--- config.mk ---
export PLATFORM = sky130hd
export DESIGN_NAME = uart_rx_param
export DESIGN_NICKNAME = d
export VERILOG_FILES = /design/src/rtl/uart_rx_param.sv
export SDC_FILE = /design/constraint.sdc
export NUM_CORES = 1
export LEC_CHECK = 0
export BUFFER_PORTS_ARGS = -buffer_cell sky130_fd_sc_hd__buf_2
export CORE_UTILIZATION = 43
export DETAILED_ROUTE_END_ITERATION = 8
export PLACE_DENSITY_LB_ADDON = 0.15
export SLEW_MARGIN = 25
export SYNTH_ARGS = -nofsm -noshare
export SYNTH_HDL_FRONTEND = slang
export SYNTH_SLANG_ARGS = --single-unit
--- constraint.sdc ---
create_clock -name clk -period 3.8 [get_ports clk]
set_input_delay 0.19 -clock clk [delete_from_list [all_inputs] [get_ports clk]]
set_output_delay 0.19 -clock clk [all_outputs]
set_load 0.05 [all_outputs]
--- src/rtl/uart_rx_param.sv ---
// Oversampling UART receiver: configurable width, parity and stop bits,
// 3-sample majority vote per bit, valid/ready output with error flags.
module uart_rx_param #(
  parameter int DATA_BITS   = 8,
  parameter int OVERSAMPLE  = 16,
  parameter int PARITY_EN   = 0,
  parameter int PARITY_ODD  = 0,
  parameter int STOP_BITS   = 1,
  parameter int SYNC_STAGES = 2
) (
  input  logic                 clk,
  input  logic                 rst_n,
  input  logic                 rx,
  output logic [DATA_BITS-1:0] data_out,
  output logic                 valid,
  input  logic                 ready,
  output logic                 parity_err,
  output logic                 frame_err,
  output logic                 overrun,
  output logic                 busy
);

  localparam int H    = OVERSAMPLE / 2;
  localparam int SC_W = $clog2(OVERSAMPLE);
  localparam logic [SC_W-1:0] SC_PRE  = SC_W'(H - 1);
  localparam logic [SC_W-1:0] SC_MID  = SC_W'(H);
  localparam logic [SC_W-1:0] SC_VOTE = SC_W'(H + 1);
  localparam logic [SC_W-1:0] SC_LAST = SC_W'(OVERSAMPLE - 1);
  localparam logic [3:0] LAST_DATA = 4'(DATA_BITS - 1);
  localparam logic [3:0] LAST_STOP = 4'(STOP_BITS - 1);
  localparam logic ODD_BIT = 1'(PARITY_ODD);

  typedef enum logic [2:0] {IDLE, START, DATA, PARITY, STOP} state_t;

  state_t                 state, state_next;
  logic [SYNC_STAGES-1:0] sync;
  logic                   rxs;
  logic [SC_W-1:0]        sc;
  logic [3:0]             bit_cnt;
  logic                   arm;
  logic                   samp_a, samp_b;
  logic [DATA_BITS-1:0]   shreg;
  logic                   par_pend, frm_pend;
  logic                   at_vote, at_last, vote, start_det, complete;

  assign rxs       = sync[SYNC_STAGES-1];
  assign at_vote   = (sc == SC_VOTE);
  assign at_last   = (sc == SC_LAST);
  assign vote      = (samp_a & samp_b) | (samp_a & rxs) | (samp_b & rxs);
  assign start_det = (state == IDLE) && arm && !rxs;
  assign busy      = (state != IDLE);

  always_ff @(posedge clk or negedge rst_n) begin
    if (!rst_n) sync <= '1;
    else        sync <= {sync[SYNC_STAGES-2:0], rx};
  end

  always_ff @(posedge clk or negedge rst_n) begin
    if (!rst_n) state <= IDLE;
    else        state <= state_next;
  end

  always_comb begin
    state_next = state;
    complete   = 1'b0;
    case (state)
      IDLE:   if (arm && !rxs) state_next = START;
      START: begin
        if (at_vote && vote) state_next = IDLE;
        else if (at_last)    state_next = DATA;
      end
      DATA:   if (at_last && bit_cnt == LAST_DATA)
                state_next = (PARITY_EN != 0) ? PARITY : STOP;
      PARITY: if (at_last) state_next = STOP;
      // Leaving at mid-bit of the last stop bit leaves half a period to
      // catch the next start edge.
      STOP:   if (at_vote && bit_cnt == LAST_STOP) begin
                state_next = IDLE;
                complete   = 1'b1;
              end
      default: state_next = IDLE;
    endcase
  end

  always_ff @(posedge clk or negedge rst_n) begin
    if (!rst_n) begin
      sc       <= '0;
      bit_cnt  <= '0;
      arm      <= 1'b0;
      samp_a   <= 1'b0;
      samp_b   <= 1'b0;
      shreg    <= '0;
      par_pend <= 1'b0;
      frm_pend <= 1'b0;
    end else begin
      // The detection cycle itself counts as sample 0 of the start bit.
      if (state == IDLE)            sc <= start_det ? SC_W'(1) : '0;
      else if (state_next == IDLE)  sc <= '0;
      else if (at_last)             sc <= '0;
      else                          sc <= sc + SC_W'(1);

      if (state != state_next)                             bit_cnt <= '0;
      else if (at_last && (state == DATA || state == STOP)) bit_cnt <= bit_cnt + 4'd1;

      // arm only rises while the line is high, so a break never re-triggers.
      if (state != IDLE)  arm <= 1'b0;
      else if (start_det) arm <= 1'b0;
      else if (rxs)       arm <= 1'b1;

      if (sc == SC_PRE) samp_a <= rxs;
      if (sc == SC_MID) samp_b <= rxs;

      if (state == DATA && at_vote) shreg <= {vote, shreg[DATA_BITS-1:1]};

      if (start_det) par_pend <= 1'b0;
      else if (state == PARITY && at_vote && (vote != (^shreg ^ ODD_BIT)))
        par_pend <= 1'b1;

      if (start_det) frm_pend <= 1'b0;
      else if (state == STOP && at_vote && !vote) frm_pend <= 1'b1;
    end
  end

  // Handshake: a word transfers on any cycle with valid && ready; data_out and
  // flags hold while valid is high; a frame finishing against valid && !ready
  // is dropped with a one-cycle overrun pulse.
  always_ff @(posedge clk or negedge rst_n) begin
    if (!rst_n) begin
      data_out   <= '0;
      valid      <= 1'b0;
      parity_err <= 1'b0;
      frame_err  <= 1'b0;
      overrun    <= 1'b0;
    end else begin
      overrun <= 1'b0;
      if (complete) begin
        if (valid && !ready) begin
          overrun <= 1'b1;
        end else begin
          data_out   <= shreg;
          parity_err <= (PARITY_EN != 0) && par_pend;
          frame_err  <= frm_pend | !vote;
          valid      <= 1'b1;
        end
      end else if (valid && ready) begin
        valid <= 1'b0;
      end
    end
  end

endmodule
==> impl_metrics.yaml <==
status:
  status: "complete, but fails checks"
  violations: "negative hold slack"
die:
  dieArea_um2: 4490
  chipHeight_um: 67.0
  dieWidth_um: 67.0
  core_um2: 4030
  rows: 23
  ios: 17
  initial_core_util_pct: 45.1
clock_network:
  post_cts_buffers: 0
  clkSlewWorstSetupHoldPaths_ns: 0.07
  cts_root_buf: "clkbuf_8"
  cts_hold_buf: 1
  numCtsBuffers: 5
  cts_max_path_buffers: 2
  cts_resized: 0
  clk_latency_ns: 0.28
  clkSinkCount: 36
  h-tree-depth: 2
  cts_tree: "done"
global_route:
  grt_pass1_vias: 1093
  grt_overflow: 0
  grt_max_degree: 37
  grtUsageTotal_pct: 16.0
  grt_pass1_wl_mm: 5.20
  antenna_found_initial: 0
yosys:
  synth_edf_count: 0
  synth_top_cell_area_share_pct: 46.8
  avgSynthCellArea_um2: 12.7
  ys_ff_latch: 36
  syn_area_um2: 1820
  syn-num-nets: 152
  synthCells: 143
  synth_top_cell_by_area: "dfrtp_1"
  synthArstFlopShare_pct: 100
  synthTopCellsByArea: "dfrtp_1 47%, mux2_4 6.6%, mux2_2 6.2%"
  synth_cell_types: 44
  synthFlopType: "dfrtp_1"
  ys_warn_count: 0
  seq_area_frac_synth_pct: 49.7
routing:
  vias: 1093
  ant_nets: 0
  drcViolationCount: 0
  wire_per_inst_um: 14.2
  vias_per_cell: 5.23
  drt_iter0_markers: 57
  drt_pass1_iterations: 4
  wirelength_mm: 2.97
finish:
  fin_area_um2: 2010
  nets: 167
  area_growth_pct: 10.4
  final_cell_mix: "34 x dfrtp_1, 15 x buf_2, 10 x mux2_2, 8 x nor3_1, 8 x mux2_4"
  final_common_cell: "dfrtp_1"
  insertedDiodeCount: 0
  post_route_cells_drive_above_1_share_pct: 34.0
  final_core_util_pct: 49.8
critical_path:
  r2r_end: "shreg[6]$_DFFE_PN0P_"
  arrival_ns: 2.06
  crit_end: "shreg[6]$_DFFE_PN0P_"
  critPathMaxFanout: 8
  crit_path_end_kind: "flip-flop"
  crit_chain: "inv_1 > ha_1 > nand3b_4 > or3_1 > mux2_4"
  critical-path-top-delay-family: "simple AND/OR/NAND/NOR gates"
  cp_slowest_cell: "or3_1"
  crit_type: "flip-flop to flip-flop"
  cp.required_ns: 3.97
  cp.depth: 5
  critPathBufInv: 1
  ff2ff_path_depth: 5
  crit_start: "sc[1]$_DFF_PN0_"
  max_stage_delay_ns: 0.60
  start_kind: "flip-flop"
  worst_r2r_startpoint: "sc[1]$_DFF_PN0_"
  r2r_setup_slack_ns: 1.91
timing:
  whs_ns: -0.0100
  layout_setup_ws_ns: 1.91
  tightestPinTransition_ns: 0.785
  setup_violations: 0
  post-route-period-util_pct: 49.8
  fmax_mhz: 529
  clock_skew_ns: 0.00628
  grt_setup_unrepaired: "no"
  report.final.hold_viol_count: 30
  relSlewSlack_pct: 47.6
  layout_min_cycle_time_ns: 1.89
  tns_ns: 0
  drv_slew: 0
power:
  p_sw_share_pct: 31.9
  power_frac_clock_pct: 29.8
  pwr-share-comb_pct: 23.1
  seq_power_share_pct: 47.0
  switchingPower_mw: 0.343
  vdd_drop_max_mv: 0.286
  p_int_mw: 0.731
  p_leak_nw: 0.981
  p_per_area_nw_per_um2: 535
placement:
  place.gp.congestion: 0.828
  port_buffers: 15
  dp_worst_setup_slack_ns: 1.90
  dp_hpwl_mm: 2.12
  dpl_cell_area_um2: 1890
flow_run:
  cap_violations: 0
min_path:
  min_path_type: "primary input to asynchronous set/reset pin"
## power by group through the flow
stage / registers, mW / logic [mW] / clock network [mW]
final: 0.505 / 0.249 / 0.320
after global routing: 0.516 / 0.277 / 0.347
after CTS: 0.504 / 0.254 / 0.333
after detailed placement: 0.511 / 0.252 / 0
after global placement: 0.509 / 0.244 / 0
after floorplan: 0.459 / 0.262 / 0
## cells in the mapped netlist, types with 2 or more instances
cell       n
dfrtp_1   34
mux2_2    10
mux2_4     8
nor3_1     8
inv_1      7
ha_1       5
nor2_1     5
xnor2_1    5
a21oi_1    4
nand2_1    4
nand3_1    4
buf_4      3
buf_6      3
nand2b_1   3
nor2b_1    3
a311oi_2   2
a31oi_1    2
and3b_1    2
buf_2      2
dfstp_2    2
nand3b_1   2
nor3b_2    2
o21a_1     2
## state kept, by name, indices dropped and copies added (netlist names)
signal / count
arm: 1
frm_pend: 1
state: 3
overrun: 1
samp_a: 1
sc: 4
frame_err: 1
bit_cnt: 4
data_out: 8
sync: 2
valid: 1
shreg: 8
samp_b: 1
## cell type report
type | instances | area (um^2)
fillers | 369 | 2020
clock buffers | 6 | 72.6
repair buffers | 16 | 85.1
well taps | 50 | 62.6
clock inverters | 2 | 35.0
flip-flops and latches | 36 | 903
multi-input cells | 92 | 822
inverters | 7 | 26.3
## worst min-delay path by stage
stage               startpoint                     end  depth (start not counted)
detailed placement          rx       sync[0]$_DFF_PN1_                          1
CTS                      rst_n       valid$_DFFE_PN0P_                          1
floorplan                rst_n         arm$_DFFE_PN0P_                          0
global placement         rst_n  bit_cnt[1]$_DFFE_PN0P_                          1
finish                   rst_n  bit_cnt[1]$_DFFE_PN0P_                          1
global route             rst_n       valid$_DFFE_PN0P_                          1
## through the flow
step | hold slack [ns] | instances | power (mW)
finish | -0.0100 | 209 | 1.07
global route | 0.0462 | 209 | 1.14
CTS | 0.0147 | 209 | 1.09
detailed placement | 0.298 | 200 | 0.763
global placement | 0.298 | 200 | 0.753
floorplan | -0.106 | 143 | 0.721
## routing by layer
layer	share of wire, %	track usage [%]	vias to the layer above	wire length (um)
met5	0	0	-	0
met4	1.5	7.18	0	46
met3	3.5	4.11	5	103
met2	46	23.0	20	1360
met1	49	22.1	534	1470
li1	-	-	534	-
## cell families after synthesis
family                   after synthesis  synth area share (%)
AND/OR/NAND/NOR                       44                  16.7
adder cells (fa/ha/maj)                6                  4.06
XOR/XNOR                               5                  2.41
flip-flops                            36                  49.7
AO/OA/AOI/OAI                         17                  8.47
buffers and inverters                 15                  5.09
other                                  1                 0.206
multiplexers                          19                  13.4
No activity file was read; power rests on OpenSTA's default activity.
